### config.mk
export PLATFORM = sky130hd
export DESIGN_NAME = imsic_msi_dispatch_flat
export DESIGN_NICKNAME = d
export VERILOG_FILES = /design/src/rtl/imsic_pkg.sv /design/src/rtl/imsic_msi_dispatch_if.sv /design/src/rtl/imsic_msi_fifo.sv /design/src/rtl/imsic_msi_dispatch.sv /design/src/flat_wrapper.sv
export SDC_FILE = /design/constraint.sdc
export NUM_CORES = 1
export LEC_CHECK = 0
export BUFFER_PORTS_ARGS = -buffer_cell sky130_fd_sc_hd__buf_2
export CAP_MARGIN = 20
export CORE_MARGIN = 1
export CORE_UTILIZATION = 57
export CTS_CLUSTER_SIZE = 20
export DETAILED_ROUTE_END_ITERATION = 10
export PLACE_DENSITY = 0.87
export SLEW_MARGIN = 20
export SYNTH_ARGS = -nofsm -noshare
export SYNTH_HDL_FRONTEND = slang
export SYNTH_SLANG_ARGS = --single-unit
export TNS_END_PERCENT = 100
### constraint.sdc
create_clock -name clk -period 4.45 [get_ports clk]
set_input_delay 0.445 -clock clk [delete_from_list [all_inputs] [get_ports clk]]
set_output_delay 0.445 -clock clk [all_outputs]
set_load 0.03 [all_outputs]
### src/rtl/imsic_pkg.sv
// Shared definitions for the IMSIC MSI dispatcher.
//   PAGE_SHIFT  : one 4 KiB MMIO page per interrupt file
//   msi_entry_t : buffered message {flat file index, interrupt identity}.
//                 Fields are sized for the largest supported configuration
//                 (1024 files, 2048 identities); users zero-extend into them.
//   state_t     : delivery FSM states
package imsic_pkg;

  localparam int PAGE_SHIFT = 12;
  localparam int FIDX_MAX_W = 10;
  localparam int ID_MAX_W   = 11;

  typedef struct packed {
    logic [FIDX_MAX_W-1:0] fidx;
    logic [ID_MAX_W-1:0]   setipnum;
  } msi_entry_t;

  typedef enum logic [1:0] {
    IDLE  = 2'd0,
    DRIVE = 2'd1,
    GAP   = 2'd2
  } state_t;

endpackage

### src/rtl/imsic_msi_dispatch_if.sv
// MSI write bus between an interconnect (master) and the dispatcher (slave).
//   msi_vld  : write valid
//   msi_rdy  : write ready (transfer when vld & rdy)
//   msi_addr : target address, selects the interrupt file page
//   msi_data : payload, the interrupt identity
interface imsic_msi_dispatch_if #(
  parameter int ADDR_WIDTH = 32
);
  logic                  msi_vld;
  logic                  msi_rdy;
  logic [ADDR_WIDTH-1:0] msi_addr;
  logic [31:0]           msi_data;

  modport master (output msi_vld, output msi_addr, output msi_data, input msi_rdy);
  modport slave  (input msi_vld, input msi_addr, input msi_data, output msi_rdy);
endinterface

### src/rtl/imsic_msi_fifo.sv
// Synchronous FIFO without bypass. Pushing while full or popping while empty
// is the caller's responsibility to avoid.
//   clk, rstn     : clock, asynchronous active-low reset (pointers only)
//   push, wdata   : write strobe and data
//   pop, rdata    : read strobe and head-of-queue data (valid when !empty)
//   full, empty   : level flags
module imsic_msi_fifo #(
  parameter int FIFO_DEPTH = 4,
  parameter int WIDTH      = 8
) (
  input  logic             clk,
  input  logic             rstn,
  input  logic             push,
  input  logic [WIDTH-1:0] wdata,
  input  logic             pop,
  output logic [WIDTH-1:0] rdata,
  output logic             full,
  output logic             empty
);

  localparam int PTR_W = $clog2(FIFO_DEPTH);
  localparam logic [PTR_W:0] PTR_ONE = 1;

  logic [WIDTH-1:0] mem [FIFO_DEPTH];
  // One extra pointer bit distinguishes full from empty when the indices match.
  logic [PTR_W:0]   wptr;
  logic [PTR_W:0]   rptr;

  always_ff @(posedge clk or negedge rstn) begin
    if (!rstn) begin
      wptr <= '0;
      rptr <= '0;
    end else begin
      if (push) wptr <= wptr + PTR_ONE;
      if (pop)  rptr <= rptr + PTR_ONE;
    end
  end

  always_ff @(posedge clk) begin
    if (push) mem[wptr[PTR_W-1:0]] <= wdata;
  end

  assign rdata = mem[rptr[PTR_W-1:0]];
  assign empty = (wptr == rptr);
  assign full  = (wptr[PTR_W] != rptr[PTR_W]) &&
                 (wptr[PTR_W-1:0] == rptr[PTR_W-1:0]);

endmodule

### src/rtl/imsic_msi_dispatch.sv
// MSI dispatcher: decodes MSI writes into {interrupt file, identity}, buffers
// them, and replays each as a shared setipnum plus a one-hot strobe held high
// for HOLD_CYCLES and followed by at least GAP_CYCLES low, so slower hart
// domains can synchronise and edge-detect every message.
//   clk, rstn       : clock, asynchronous active-low reset
//   msi             : MSI write bus (slave side)
//   o_setipnum      : identity being delivered
//   o_setipnum_vld  : one-hot target file strobe
//   o_msi_err       : one-cycle pulse after an accepted write is dropped
//   o_busy          : messages buffered or delivery in progress
module imsic_msi_dispatch
  import imsic_pkg::*;
#(
  parameter int                    NR_INTP_FILES  = 7,
  parameter int                    NR_HARTS       = 4,
  parameter int                    NR_SRC         = 32,
  parameter int                    NR_SRC_WIDTH   = $clog2(NR_SRC),
  parameter int                    NR_TOTAL_INTFS = NR_HARTS * NR_INTP_FILES,
  parameter int                    ADDR_WIDTH     = 32,
  parameter logic [ADDR_WIDTH-1:0] BASE_ADDR      = '0,
  parameter int                    FIFO_DEPTH     = 4,
  parameter int                    HOLD_CYCLES    = 4,
  parameter int                    GAP_CYCLES     = 4
) (
  input  logic                      clk,
  input  logic                      rstn,
  imsic_msi_dispatch_if.slave       msi,
  output logic [NR_SRC_WIDTH-1:0]   o_setipnum,
  output logic [NR_TOTAL_INTFS-1:0] o_setipnum_vld,
  output logic                      o_msi_err,
  output logic                      o_busy
);

  localparam int CNT_MAX = (HOLD_CYCLES > GAP_CYCLES) ? HOLD_CYCLES : GAP_CYCLES;
  localparam int CNT_W   = $clog2(CNT_MAX);

  logic [ADDR_WIDTH-1:0] offset;
  logic [ADDR_WIDTH-1:0] fidx_full;
  logic                  drop;
  logic                  xfer;
  logic                  push;
  logic                  pop;
  logic                  full;
  logic                  empty;
  msi_entry_t            wr_entry;
  msi_entry_t            head;
  logic                  unused_head_bits;
  state_t                state;
  logic [CNT_W-1:0]      cnt;

  // Decode: range check on the full-width index, truncation only afterwards.
  assign offset    = msi.msi_addr - BASE_ADDR;
  assign fidx_full = offset >> PAGE_SHIFT;
  assign drop = (msi.msi_addr < BASE_ADDR) ||
                (fidx_full >= ADDR_WIDTH'(NR_TOTAL_INTFS)) ||
                (msi.msi_addr[PAGE_SHIFT-1:0] != '0) ||
                (msi.msi_data == 32'd0) ||
                (msi.msi_data >= 32'(NR_SRC));

  assign msi.msi_rdy       = ~full;
  assign xfer              = msi.msi_vld & ~full;
  assign push              = xfer & ~drop;
  assign wr_entry.fidx     = FIDX_MAX_W'(fidx_full);
  assign wr_entry.setipnum = ID_MAX_W'(msi.msi_data[NR_SRC_WIDTH-1:0]);

  imsic_msi_fifo #(
    .FIFO_DEPTH (FIFO_DEPTH),
    .WIDTH      ($bits(msi_entry_t))
  ) u_fifo (
    .clk   (clk),
    .rstn  (rstn),
    .push  (push),
    .wdata (wr_entry),
    .pop   (pop),
    .rdata (head),
    .full  (full),
    .empty (empty)
  );

  // Identity bits above NR_SRC_WIDTH are always zero by construction.
  assign unused_head_bits = ^head.setipnum[ID_MAX_W-1:NR_SRC_WIDTH];

  assign pop    = (state == IDLE) && !empty;
  assign o_busy = !empty || (state != IDLE);

  // Delivery FSM: pop in IDLE, hold the strobe in DRIVE, enforce the low phase in GAP.
  always_ff @(posedge clk or negedge rstn) begin
    if (!rstn) begin
      state          <= IDLE;
      cnt            <= '0;
      o_setipnum     <= '0;
      o_setipnum_vld <= '0;
      o_msi_err      <= 1'b0;
    end else begin
      o_msi_err <= xfer & drop;
      case (state)
        IDLE: begin
          if (!empty) begin
            o_setipnum     <= head.setipnum[NR_SRC_WIDTH-1:0];
            o_setipnum_vld <= NR_TOTAL_INTFS'(1) << head.fidx;
            cnt            <= CNT_W'(HOLD_CYCLES - 1);
            state          <= DRIVE;
          end
        end
        DRIVE: begin
          if (cnt == '0) begin
            o_setipnum_vld <= '0;
            cnt            <= CNT_W'(GAP_CYCLES - 1);
            state          <= GAP;
          end else begin
            cnt <= cnt - 1'b1;
          end
        end
        GAP: begin
          if (cnt == '0) state <= IDLE;
          else           cnt   <= cnt - 1'b1;
        end
        default: state <= IDLE;
      endcase
    end
  end

endmodule

### src/flat_wrapper.sv
// flat-port wrapper written by rule: the top's interface ports become plain ports
module imsic_msi_dispatch_flat import imsic_pkg::*;
#(
  parameter int                    NR_INTP_FILES  = 7,
  parameter int                    NR_HARTS       = 4,
  parameter int                    NR_SRC         = 32,
  parameter int                    NR_SRC_WIDTH   = $clog2(NR_SRC),
  parameter int                    NR_TOTAL_INTFS = NR_HARTS * NR_INTP_FILES,
  parameter int                    ADDR_WIDTH     = 32,
  parameter logic [ADDR_WIDTH-1:0] BASE_ADDR      = '0,
  parameter int                    FIFO_DEPTH     = 4,
  parameter int                    HOLD_CYCLES    = 4,
  parameter int                    GAP_CYCLES     = 4
)
  (clk, rstn, o_setipnum, o_setipnum_vld, o_msi_err, o_busy, msi_msi_vld, msi_msi_addr, msi_msi_data, msi_msi_rdy);
  imsic_msi_dispatch_if #(.ADDR_WIDTH(ADDR_WIDTH)) msi_i ();
  input  logic clk;
  input  logic rstn;
  output logic [NR_SRC_WIDTH-1:0] o_setipnum;
  output logic [NR_TOTAL_INTFS-1:0] o_setipnum_vld;
  output logic o_msi_err;
  output logic o_busy;
  input wire logic [$bits(msi_i.msi_vld)-1:0] msi_msi_vld;
  input wire logic [$bits(msi_i.msi_addr)-1:0] msi_msi_addr;
  input wire logic [$bits(msi_i.msi_data)-1:0] msi_msi_data;
  output wire logic [$bits(msi_i.msi_rdy)-1:0] msi_msi_rdy;
  assign msi_i.msi_vld = msi_msi_vld;
  assign msi_i.msi_addr = msi_msi_addr;
  assign msi_i.msi_data = msi_msi_data;
  assign msi_msi_rdy = msi_i.msi_rdy;
  imsic_msi_dispatch #(.NR_INTP_FILES(NR_INTP_FILES), .NR_HARTS(NR_HARTS), .NR_SRC(NR_SRC), .NR_SRC_WIDTH(NR_SRC_WIDTH), .NR_TOTAL_INTFS(NR_TOTAL_INTFS), .ADDR_WIDTH(ADDR_WIDTH), .BASE_ADDR(BASE_ADDR), .FIFO_DEPTH(FIFO_DEPTH), .HOLD_CYCLES(HOLD_CYCLES), .GAP_CYCLES(GAP_CYCLES)) u_core (.clk(clk), .rstn(rstn), .msi(msi_i), .o_setipnum(o_setipnum), .o_setipnum_vld(o_setipnum_vld), .o_msi_err(o_msi_err), .o_busy(o_busy));
endmodule
# Word-level counts from Yosys, hierarchy flattened
# Memories as Yosys holds them, arrays and structs flattened.
# Cells that the tools add are included.
totals:
  ff_bits: 44
  n_memories: 1
  word_cells: 62
  mem_bits_rw: 60
mem_list:
  columns: ["memory", "words", "width", "read_ports", "rd_ports_with_merged_regs", "write_ports", "line", "rtl"]
  rows:
  - ["u_core.u_fifo.mem", 4, 15, 1, 0, 1, "imsic_msi_fifo.sv:24", "logic [WIDTH-1:0] mem [FIFO_DEPTH];"]
op_classes:
  muxes: 13
  shift: 1
  bitwise: 6
  eq_ne: 9
  n_addsub: 3
  magnitude_cmp: 3
  n_reduce_logical: 19
ops:
  columns: ["op", "count"]
  rows:
  - ["$mux 28", 2]
  - ["$pmux 28 s2", 1]
  - ["$ge 32x6->1 const B", 1]
  - ["$logic_not 32->1", 1]
  - ["$lt 32x1->1 const B", 1]
  - ["$shl 1x10->28 const A", 1]
  - ["$ge 20x5->1 const B", 1]
  - ["$mux 2", 6]
  - ["$pmux 2 s3", 2]
  - ["$reduce_bool 12->1", 1]
  - ["$reduce_and 3->1", 3]
  - ["$add 3x1->3 const B", 2]
  - ["$logic_or 1x1->1", 5]
  - ["$logic_not 2->1", 2]
  - ["$ne 2x1->1 const B", 2]
  - ["$ne 2x2->1 const B", 2]
  - ["$reduce_bool 2->1", 2]
  - ["$and 1x1->1", 3]
  - ["$eq 3x3->1", 1]
  - ["$not 1->1", 3]
  - ["$reduce_bool 3->1", 1]
  - ["$eq 2x1->1 const B", 1]
  - ["$eq 2x2->1", 1]
  - ["$eq 2x2->1 const B", 1]
  - ["6 further kinds", 8]

# Longest topological paths before layout
depth:
  word_depth: 9
  ltp_mapped: 8
  ltp_nobuf: 7

# Modules after synthesis
# From an unflattened synthesis, not the netlist that was laid out.
unflattened:
  hier_cells: 311
  area_unflattened_um2: 5258.8
modules_own_cells:
  columns: ["module", "cells_per_inst", "n_inst", "area_each_um2", "seq_area_each_um2"]
  rows:
  - ["imsic_msi_fifo", 140, 1, 3410.8, 2672.6]
  - ["imsic_msi_dispatch", 171, 1, 1848.0, 950.9]

# Worst setup path after synthesis
# Ideal clock, no wire load.
synth_path:
  kind: "in2reg"
  from: "in msi_msi_addr[20]"
  to: "mem u_core.u_fifo.mem[0][0] in the netlist's numbering (enable)"
  path_buffers: 0
  arrival_time_ps: 1745
  path_slack_ps: 2333
  cell_stages: 5
  cell_sequence: "nor4_1 nand4_1 nor3_1 and3_4 and2_1"
synth_via:
  elab_chain_cells: 9
  word_cells_on_any_way: 10
synth_rtl:
  columns: ["item", "line", "rtl"]
  rows:
  - ["from (decl)", "flat_wrapper.sv:24", "input wire logic [$bits(msi_i.msi_addr)-1:0] msi_msi_addr;"]
  - ["$lt 32x1->1 or $ge 20x5->1 (tied branches)", "imsic_msi_dispatch.sv:54, imsic_msi_dispatch.sv:55", null]
  - ["$logic_or 1x1->1 *", "imsic_msi_dispatch.sv:54", "assign drop = (msi.msi_addr < BASE_ADDR) ||"]
  - ["$logic_or 1x1->1 *", "imsic_msi_dispatch.sv:55", "(fidx_full >= ADDR_WIDTH'(NR_TOTAL_INTFS)) ||"]
  - ["$logic_or 1x1->1 *", "imsic_msi_dispatch.sv:56", "(msi.msi_addr[PAGE_SHIFT-1:0] != '0) ||"]
  - ["$logic_or 1x1->1 *", "imsic_msi_dispatch.sv:57", "(msi.msi_data == 32'd0) ||"]
  - ["$not 1->1 *", "imsic_msi_dispatch.sv:62", "assign push = xfer & ~drop;"]
  - ["$and 1x1->1 *", "imsic_msi_dispatch.sv:62", null]
  - ["$mux 1 *", "imsic_msi_fifo.sv:40", "if (push) mem[wptr[PTR_W-1:0]] <= wdata;"]
  - ["$mux 1 (not written as such) *", "imsic_msi_fifo.sv:40", null]
  - ["to (decl)", "imsic_msi_fifo.sv:24", null]
# Every way passes the cells marked *; elsewhere a longest branch is shown, timed or not.

# Final worst setup path
layout_path:
  from: "reg u_core.u_fifo.rptr[1]"
  to: "mem u_core.u_fifo.mem[1][8] in the netlist's numbering (enable)"
layout_via:
  elab_chain_cells: 7
layout_rtl:
  columns: ["item", "line", "rtl"]
  rows:
  - ["from (decl)", "imsic_msi_fifo.sv:27", "logic [PTR_W:0] rptr;"]
  - ["from (signal assigned)", "imsic_msi_fifo.sv:35", "if (pop) rptr <= rptr + PTR_ONE;"]
  - ["$eq 2x2->1", "imsic_msi_fifo.sv:46", "(wptr[PTR_W-1:0] == rptr[PTR_W-1:0]);"]
  - ["$logic_and 1x1->1", "imsic_msi_fifo.sv:45", "assign full = (wptr[PTR_W] != rptr[PTR_W]) &&"]
  - ["$not 1->1", "imsic_msi_dispatch.sv:61", "assign xfer = msi.msi_vld & ~full;"]
  - ["$and 1x1->1", "imsic_msi_dispatch.sv:61", null]
  - ["$and 1x1->1", "imsic_msi_dispatch.sv:62", null]
  - ["$mux 1", "imsic_msi_fifo.sv:40", null]
  - ["$mux 1 (not written as such)", "imsic_msi_fifo.sv:40", null]
# Every way passes these cells.

==> qor.yml <==
htreeDepth: 3
synth_cells: 306
clkPwrFrac: 0.352
power.leakage_nw: 2.20
wl_per_cell_microns: 16.4
reg2reg_from: "u_core.u_fifo.rptr[1]"
root_buffer: "clkbuf_8"
fp.dieH_microns: 89.8
synth_most_common_cell: "edfxtp_1"
swShare: 0.212
maxSlewHeadroom: 0.341
ys_seq_area_frac: 0.660
setup_tns_ns: 0
postCtsHoldBufs: 0
internal_power_mw: 1.39
dpl_cell_area_sq_mm: 0.00499
gp_congestion: 0.795
synth_common_cells: "edfxtp_1, dfrtp_1, nand2_1"
setup_viol: 0
antenna_found_initial: 0
pin_count: 103
vias: 2882
clkLatencyLatePin_ns: 0.36
p_per_area_mw_per_mm2: 338
ant_nets: 0
crit_path_end_kind: "register"
synthFlopType: "edfxtp_1"
slew_violations: 0
die-width_microns: 89.8
grt_pass1_vias: 2886
synth_cell_types: 39
drt_iter0_markers: 145
p_sw_mw: 0.375
portBuffers: 102
async_reset_ff_frac: 0.423
cts_resized: 0
area_growth_pct: 18.7
cap_violations: 0
std_cell_rows: 31
fin_ws_ns: 1.55
final_layout_size_suffix_gt1_frac: 0.345
die_area_sq_mm: 0.00807
seqPwrFrac: 0.589
synth.area.top_cells: "edfxtp_1, dfrtp_1, mux4_2, ha_1, nand2_1"
critical_path_class: "reg -> reg"
grt_setup_unrepaired: "false"
drc: 0
cp.arrival_ns: 2.90
vdd_drop_max_v: 0.000200
path_max_fanout: 22
clock_skew_ns: 0.00955
status: "completed"
grt_pass1_wl_microns: 13800
via_per_inst: 5.55
synth-seq-cells: 104
synth-edff-count: 60
grtUsageTotal: 0.227
syn_nets: 383
max-clock-path-buffers: 2
grt-ovfl-total: 0
dr.pass1.iters: 4
final_area_sq_mm: 0.00522
dp_slack_ns: 1.55
tightest_slew_ns: 0.988
critPathLaunchType: "register"
fmax_mhz: 344
synth_area_sq_mm: 0.00440
synth_top_area_cell: "edfxtp_1"
dpl.hpwl_microns: 6150
start_util: 0.597
final_nets: 492
ff2ff_setup_slack_ns: 1.55
post-cts-setup-buffers: 0
combPwrFrac: 0.060
fin_hold_ws_ns: 0.0214
hold_viol: 0
required_ns: 4.45
num_antenna_cells: 0
period_minus_slack_ns: 2.90
wirelength_microns: 8500
clock-sinks: 104
hold_path.class: "in -> async"
final_util: 0.708
synth.avg_cell_area_sq_um: 14.4
cts_buffers: 9
design.core.area_sq_mm: 0.00737
cts_tree: "done"
clk_pin_slew_ns: 0.09
cp-startpoint: "u_core.u_fifo.rptr[1]"
yosys.area.top_type_share: 0.410
yosysWarnings: 0
grt_max_degree: 45
period_share: 0.653
worst max-delay path, cell delays in order (launching register included):
cell,delay [ns]
dfrtp_1,1.00
xor2_1,0.36
nor2_1,0.14
a21boi_2,0.19
and3_4,0.24
and2_1,0.60
per-layer routing:
| metal | GRT usage | share of wire | wire, microns |
|---|---|---|---|
| met5 | 0 | 0 | 0 |
| met4 | 0.0970 | 0.020 | 173 |
| met3 | 0.0457 | 0.057 | 481 |
| met2 | 0.388 | 0.50 | 4240 |
| met1 | 0.281 | 0.42 | 3610 |
through the flow:
step	power [mW]	std cells
global route	1.83	519
floorplan	1.10	306
global placement	1.16	502
CTS	1.77	518
finish	1.77	519
detailed placement	1.16	502
final timing paths:
kind | endpoint | depth (start not counted)
worst max-delay path | u_core.u_fifo.mem[1][8] | 5
worst min-delay path | u_core.o_setipnum_vld[21] | 1
worst max register to register | u_core.u_fifo.mem[1][8] | 5
worst min register to register | u_core.o_setipnum_vld[22] | 2
max in group asynchronous | u_core.o_setipnum_vld[12] | 2
min in group clk | u_core.u_fifo.mem[1][5] | 1
layout make-up:
class	count	area (sq um)
Sequential cell	104	2900
Fill cell	525	2150
Multi-Input combinational cell	184	1400
Timing Repair Buffer	104	538
Clock buffer	10	128
Tap cell	99	124
Clock inverter	6	85.1
Inverter	12	45.0
flip-flops by register name, indices dropped and copies added, names as in the netlist:
register / flops
u_core.o_setipnum: 5
u_core.u_fifo.mem: 60
u_core.cnt: 2
u_core.o_setipnum_vld: 28
u_core.o_msi_err: 1
u_core.u_fifo.wptr: 3
u_core.state: 2
u_core.u_fifo.rptr: 3
cell families (layout without fill, tap and decap cells):
kind of cell,after synthesis,after routing,synth area share
simple gates,89,89,0.108
xor+xnor,10,10,0.0199
flops,104,104,0.660
fa+ha+maj,10,10,0.0285
mux,25,25,0.0831
compound gates,50,50,0.0780
buf+inv,18,132,0.0219
placed cells by master, fill, tap and decap left out, types with 2 or more instances in the layout:
cell | synthesis | final
a21boi_2 | 2 | 2
a21oi_1 | 7 | 7
a22o_1 | 8 | 8
a22oi_2 | 2 | 2
and2_1 | 5 | 5
and3_1 | 2 | 2
and3_4 | 3 | 3
buf_2 | 2 | 102
bufinv_16 | 0 | 2
clkbuf_8 | 0 | 9
dfrtp_1 | 44 | 44
edfxtp_1 | 60 | 60
ha_1 | 10 | 10
inv_1 | 12 | 12
mux2_2 | 9 | 9
mux2i_1 | 8 | 8
mux4_2 | 7 | 7
nand2_1 | 33 | 33
nand3_1 | 5 | 5
nand4_1 | 5 | 5
nor2_1 | 13 | 13
nor3_1 | 3 | 3
nor4_1 | 15 | 15
nor4b_2 | 2 | 2
o21ai_0 | 19 | 19
o21ai_1 | 5 | 5
xnor2_1 | 6 | 6
xor2_1 | 4 | 4
power groups by stage:
stage | clock network [mW] | logic [mW] | registers, mW
floorplan | 0 | 0.0148 | 1.09
global placement | 0 | 0.102 | 1.06
detailed placement | 0 | 0.104 | 1.06
CTS | 0.626 | 0.105 | 1.04
global route | 0.672 | 0.113 | 1.04
finish | 0.621 | 0.105 | 1.04
Note: power is estimated with default switching activity, not from simulation.
